File: src/rtl/rr_arb_mux.sv
// rr_arb_mux: N-channel arbitrating multiplexer with valid/ready handshakes.
// Selects one requesting channel per cycle (round-robin, fixed priority, or a
// forced channel) and captures its payload into a one-entry output register.
// The register can be drained and reloaded on the same edge, so sustained
// throughput is one word per cycle.
module rr_arb_mux #(
  parameter int NUM_CH = 3,
  parameter int DATA_W = 32,
  parameter int CH_W   = $clog2(NUM_CH)
) (
  input  logic                     Clk,
  input  logic                     Reset,
  input  logic [NUM_CH-1:0]        InValid,
  input  logic [NUM_CH*DATA_W-1:0] InData,
  output logic [NUM_CH-1:0]        InReady,
  input  logic                     Mode,
  input  logic                     ForceEn,
  input  logic [CH_W-1:0]          ForceSel,
  output logic                     OutValid,
  output logic [DATA_W-1:0]        OutData,
  output logic [CH_W-1:0]          OutChannel,
  input  logic                     OutReady
);

  // Output register and round-robin pointer.
  logic              r_out_valid;
  logic [DATA_W-1:0] r_out_data;
  logic [CH_W-1:0]   r_out_ch;
  logic [CH_W-1:0]   r_ptr;

  // Arbitration nets.
  logic [NUM_CH-1:0] w_elig;
  logic              w_grant_any;
  logic [CH_W-1:0]   w_grant_idx;
  logic [CH_W-1:0]   w_cand;
  logic              w_load;
  logic              w_take;
  logic [NUM_CH-1:0] w_ready;
  logic [DATA_W-1:0] w_sel_data;

  // Channel index (base + off) wrapped modulo NUM_CH; off is at most NUM_CH-1.
  function automatic logic [CH_W-1:0] wrap_inc(input logic [CH_W-1:0] base, input int off);
    int sum;
    sum = int'(base) + off;
    sum = (sum >= NUM_CH) ? (sum - NUM_CH) : sum;
    return sum[CH_W-1:0];
  endfunction

  // Eligibility: valid requests, narrowed to ForceSel when forcing. An
  // out-of-range ForceSel matches no channel, so nothing is eligible.
  always_comb begin
    w_elig = '0;
    for (int i = 0; i < NUM_CH; i++) begin
      w_elig[i] = InValid[i] & (~ForceEn | (int'(ForceSel) == i));
    end
  end

  // Grant search: walk candidates from the farthest to the nearest so the
  // nearest eligible one is written last and wins. Round-robin starts at the
  // pointer; fixed priority starts at channel 0.
  always_comb begin
    w_grant_any = 1'b0;
    w_grant_idx = '0;
    w_cand      = '0;
    for (int k = NUM_CH - 1; k >= 0; k--) begin
      w_cand      = Mode ? CH_W'(k) : wrap_inc(r_ptr, k);
      w_grant_any = w_grant_any | w_elig[w_cand];
      w_grant_idx = w_elig[w_cand] ? w_cand : w_grant_idx;
    end
  end

  // The register takes a word when empty or draining this cycle; nothing is
  // accepted while Reset is high since the capture would be discarded.
  assign w_load = ~Reset & (~r_out_valid | OutReady);
  assign w_take = w_load & w_grant_any;

  // One-hot accept and payload select for the granted channel.
  always_comb begin
    w_ready    = '0;
    w_sel_data = '0;
    for (int i = 0; i < NUM_CH; i++) begin
      w_ready[i] = w_take & (w_grant_idx == CH_W'(i));
      w_sel_data = w_sel_data |
                   (InData[i*DATA_W +: DATA_W] & {DATA_W{w_grant_idx == CH_W'(i)}});
    end
  end

  assign InReady = w_ready;

  // Output register and pointer update; a drain without reload only clears
  // the valid flag so data/channel keep their last values.
  always_ff @(posedge Clk or posedge Reset) begin
    if (Reset) begin
      r_out_valid <= 1'b0;
      r_out_data  <= '0;
      r_out_ch    <= '0;
      r_ptr       <= '0;
    end else begin
      if (w_take) begin
        r_out_valid <= 1'b1;
        r_out_data  <= w_sel_data;
        r_out_ch    <= w_grant_idx;
        if (!Mode && !ForceEn) begin
          r_ptr <= wrap_inc(w_grant_idx, 1);
        end else begin
          r_ptr <= r_ptr;
        end
      end else if (OutReady) begin
        r_out_valid <= 1'b0;
      end else begin
        r_out_valid <= r_out_valid;
      end
    end
  end

  assign OutValid   = r_out_valid;
  assign OutData    = r_out_data;
  assign OutChannel = r_out_ch;

endmodule

File: config.mk
export PLATFORM = sky130hd
export DESIGN_NAME = rr_arb_mux
export DESIGN_NICKNAME = d
export VERILOG_FILES = /design/src/rtl/rr_arb_mux.sv
export SDC_FILE = /design/constraint.sdc
export NUM_CORES = 1
export LEC_CHECK = 0
export CAP_MARGIN = 20
export CORE_UTILIZATION = 39
export CTS_CLUSTER_DIAMETER = 50
export DETAILED_ROUTE_END_ITERATION = 16
export GPL_ROUTABILITY_DRIVEN = 0
export PLACE_DENSITY = 0.95
export RECOVER_POWER = 100
export SYNTH_ARGS = -nofsm -noshare
export SYNTH_HDL_FRONTEND = slang
export SYNTH_SLANG_ARGS = --single-unit
File: constraint.sdc
create_clock -name Clk -period 9.9 [get_ports Clk]
set_clock_uncertainty 0.05 [all_clocks]
set_input_delay 2.475 -clock Clk [delete_from_list [all_inputs] [get_ports Clk]]
set_output_delay 2.475 -clock Clk [all_outputs]
set_load 0.05 [all_outputs]
# ---- Yosys cells after proc, flatten, opt, wreduce, memory -nomap -nowiden
# Cells that the tools add are included.
# Widths: inputs -> output; s select.
dict set report word_totals {
  reg_bits 37
  inputBits 106
  out_inout_bits 38
  wordCells 69
}
dict set report classes {
  n_addsub 7
  n_lt_le_gt_ge 7
  eq_ne 4
  n_mux 18
  bitwise_logic 22
  reduce_logical 7
}
# operator n
set ops {}
lappend ops {{$and 32x32->32} 3}
lappend ops {{$or 32x32->32} 2}
lappend ops {{$mux 2} 10}
lappend ops {{$ge 3x2->1 const B} 3}
lappend ops {{$lt 2x3->1 const B} 3}
lappend ops {{$and 1x1->1} 8}
lappend ops {{$sub 2x2->2 const B} 4}
lappend ops {{$add 2x1->3 const B} 2}
lappend ops {{$bmux 1 s2} 3}
lappend ops {{$eq 2x2->1 const B} 3}
lappend ops {{$or 1x1->1} 6}
lappend ops {{$mux 1} 5}
lappend ops {{$logic_not 2->1} 2}
lappend ops {{$add 2x2->3 const B} 1}
lappend ops {{$not 1->1} 3}
lappend ops {{$eq 2x1->1 const B} 1}
lappend ops {{$ge 2x2->1 const B} 1}
lappend ops {{$logic_not 1->1} 2}
lappend ops {{$reduce_and 2->1} 1}
lappend ops {{$reduce_bool 2->1} 1}
lappend ops {{$logic_and 1x1->1} 1}

# ---- Logic depth before layout (Yosys ltp)
dict set report depth {
  word_depth 13
  ltp_mapped 13
  ltp_nobuf 10
}

# ---- Worst setup path before layout
# OpenSTA, ideal clock, no wires.
dict set report synth_timing {
  kind {input port to output port}
  startpoint {input Mode}
  endpoint {output InReady[2]}
  arrival_ns 4.705
  required_ns 7.375
  slack_ns 2.670
  cell_stages 10
  path_buffers 3
  cell_sequence {buf_2 -> or3b_1 -> a211o_1 -> o311a_2 -> nand2_1 -> and2_1 -> ha_1 -> clkbuf_1 -> clkbuf_1 -> and2_1}
}
dict set report synth_between {
  elab_chain_len 8
  word_cells_on_any_way 17
  cone_classes {eq/ne: 1; mux: 12; bitwise: 4}
}
# element line_no
set synth_rtl {}
lappend synth_rtl {{start: declaration} 16} ;# input logic Mode,
lappend synth_rtl {{$mux 2} 66} ;# w_cand = Mode ? CH_W'(k) : wrap_inc(r_ptr, k);
lappend synth_rtl {{$bmux 1 s2} {67, 68}}
lappend synth_rtl {{$mux 1 (not written as such)} {67, 68}}
lappend synth_rtl {{$mux 2 (3 in series)} 68} ;# w_grant_idx = w_elig[w_cand] ? w_cand : w_grant_idx;
lappend synth_rtl {{$eq 2x2->1} 82} ;# w_ready[i] = w_take & (w_grant_idx == CH_W'(i));
lappend synth_rtl {{$and 1x1->1 *} 82}
lappend synth_rtl {{end: declaration} 15} ;# output logic [NUM_CH-1:0] InReady,
# Mark *: on every way between the ends. The rest lies on a longest branch, timed or not. The select of a mux whose other input is x is not followed.

# ---- Final worst setup path
# Ends and elaborated chain as after synthesis.

==> metrics.cfg <==
[outcome]
status = complete, but fails checks
violations = capacitance limit, slew limit

[detailed_routing]
drt_iter0_drc = 332
via_per_inst = 5.52
drc_errors = 0
wl_per_cell_um = 15.7
vias = 2357
ant_nets = 0
drtPass1Iterations = 5
wl_um = 6710

[synthesis]
synth_area_leaders = dfrtp_1 43%, a222oi_1 15%, a21oi_1 8.5%, nor2_1 6.2%, ha_1 3.5%
netlist_area_mm2 = 0.00213
postSynthAreaPerCell_um2 = 9.47
ys_ff_latch = 37
seq_area_frac_synth_pct = 43.5
ys.flop_type = dfrtp_1
synth_cells = 225
synth.distinct_cells = 33
yosysWarnings = 0
ys_async_sr_fraction_pct = 100
synth_edf_count = 0
syn_nets = 337
synth_top_area_share_pct = 43.5
yosysTopAreaCell = dfrtp_1

[timing]
slew_violations = 68
setup_tns_ns = 0
fin_crit_sh_pct = 80.5
hold_viol = 0
fin_ws_ns = 1.93
fin_crit_ns = 7.97
setup_viol = 0
rsz0062_at_grt = false
tightest_slew_ns = 2.54
relSlewSlack_pct = -69.3
fmax_ghz = 0.125

[critical_path]
r2r-start = r_ptr[1]
rr_worst_depth = 9
start_kind = primary input
crit_type = in -> out
worstReg2RegEnd = r_ptr[1]
crit_arrival_ns = 5.45
cp-end-kind = primary output
ff2ff_setup_slack_ns = 5.17
critPathMaxFanout = 10
crit_required_ns = 7.38

[cts]
htree_levels = 2
post_cts_buffers = 0
cts.clk_slew.worst_paths_ns = 0.07
cts_tree = yes
insertion_delay_ns = 0.28
clock_path_buffers = 2
cts-buffers-inserted = 5
cts_hold_buf = 0
cts.repair.resized = 0
clock-sinks = 37
cts_root_buf = clkbuf_8

[pwr]
p_sw_uw = 531
pwr-share-comb_pct = 64.7
power_density_mw_per_mm2 = 287
seq_power_share_pct = 25.2
total_power_uw = 1040
intPower_uw = 505
ir_drop_uv = 176
swShare_pct = 51.3
power_leakage_uw = 0.00147
power.share.clock_pct = 10.1

[hold_path]
hold_depth = 2
worstHoldStart = OutChannel[1]
min_to = OutChannel[1]
hp-class = reg -> reg

[finish]
drive_above_1_share_pct = 3.36
fillers = 410
fin_nets = 469
syn_to_final_growth_pct = 69.6
post-route-util_pct = 69.9
n_antenna_cell = 0

[floorplan]
start_util_pct = 41.2
fp.dieW_um = 75.9
die-area_mm2 = 0.00576
fp-row-count = 26
core_area_mm2 = 0.00517
die_y_um = 75.9
ios = 144

[global_route]
grt_usage_pct = 23.7
grt_pass1_wl_um = 10900
grt_pass1_vias = 2383
grt_max_degree = 68
antenna_found_initial = 0
overflow = 0

[place]
dp_hpwl_um = 4900
port_buffers = 143
preCtsSetupSlack_ns = 2.08

[flow_run]
drv_cap = 1

==> registers in the layout, indices dropped and copies added (netlist names) <==
register,count
OutData,32
OutChannel,2
r_ptr,2
OutValid,1
==> worst max-delay path, cell delays in order <==
cell and delay (ns):
dlygate4sd3_1 0.66, or3b_1 0.39, a211o_1 0.32, o311a_2 0.17, nand2_1 0.08, and2_1 0.16, ha_1 0.17, and2_1 0.13
dlygate4sd3_1 0.88
==> stage by stage <==
step	hold slack (ns)	std cells	area [um^2]
2_1_floorplan	0.458	225	2130
6_report	0.470	427	3610
3_5_place_dp	0.469	420	3550
3_3_place_gp	0.434	420	3550
5_1_grt	0.497	427	3610
4_1_cts	0.485	427	3640
==> synthesized netlist by cell type, types with 3 or more instances <==
cell type  instances
o21ai_0            7
clkbuf_1          12
a222oi_1          32
ha_1               6
dfrtp_1           37
and2_1             4
buf_4              3
inv_1              7
buf_2              5
nor2_1            35
a21oi_1           36
nand2b_1           5
nand2_1            9
==> layout by cell type, fill, tap and decap left out, types with 4 or more instances in the layout <==
| cell | count |
|---|---|
| nand2b_1 | 5 |
| o21ai_0 | 7 |
| a222oi_1 | 32 |
| ha_1 | 6 |
| nand2_1 | 10 |
| clkbuf_8 | 6 |
| dlygate4sd3_1 | 41 |
| nor2_1 | 35 |
| buf_4 | 4 |
| inv_1 | 7 |
| dfrtp_1 | 37 |
| and2_1 | 4 |
| a21oi_1 | 36 |
| clkdlybuf4s50_1 | 102 |
==> cell families after synthesis <==
kind of cell | share of synthesized area [%]
AO/OA/AOI/OAI | 32.1
AND/OR/NAND/NOR | 12.3
flip-flops | 43.5
buffers and inverters | 7.52
adder cells (fa/ha/maj) | 3.52
multiplexers | 1.17
==> layer usage <==
metal	share of wire, %	GRT usage (%)
met1	36	25.0
met2	54	46.0
met3	9.0	6.39
met4	0.97	5.77
met5	0	0
==> cell type report <==
class,instances,area (um^2),area share [%]
clock buffers,6,82.6,2.28
inverters,7,26.3,0.727
well taps,70,87.6,2.42
flip-flops and latches,37,926,25.6
multi-input cells,158,1020,28.2
clock inverters,1,7.51,0.208
repair buffers,148,1470,40.5
==> how the worst max path moves through the flow <==
| stage | end | start | cells after the start |
|---|---|---|---|
| global route | InReady[0] | Mode | 9 |
| global placement | InReady[0] | Mode | 9 |
| finish | InReady[2] | Mode | 9 |
| detailed placement | InReady[0] | Mode | 9 |
| CTS | InReady[0] | Mode | 9 |
| floorplan | InReady[2] | Mode | 10 |
==> power by group through the flow <==
stage / logic [uW] / clock network, uW / registers [uW]
3_3_place_gp: 689 / 0 / 263
6_report: 670 / 105 / 261
4_1_cts: 701 / 107 / 266
2_1_floorplan: 224 / 0 / 511
5_1_grt: 715 / 113 / 273
3_5_place_dp: 699 / 0 / 268
No activity file was read; power rests on OpenSTA's default activity.
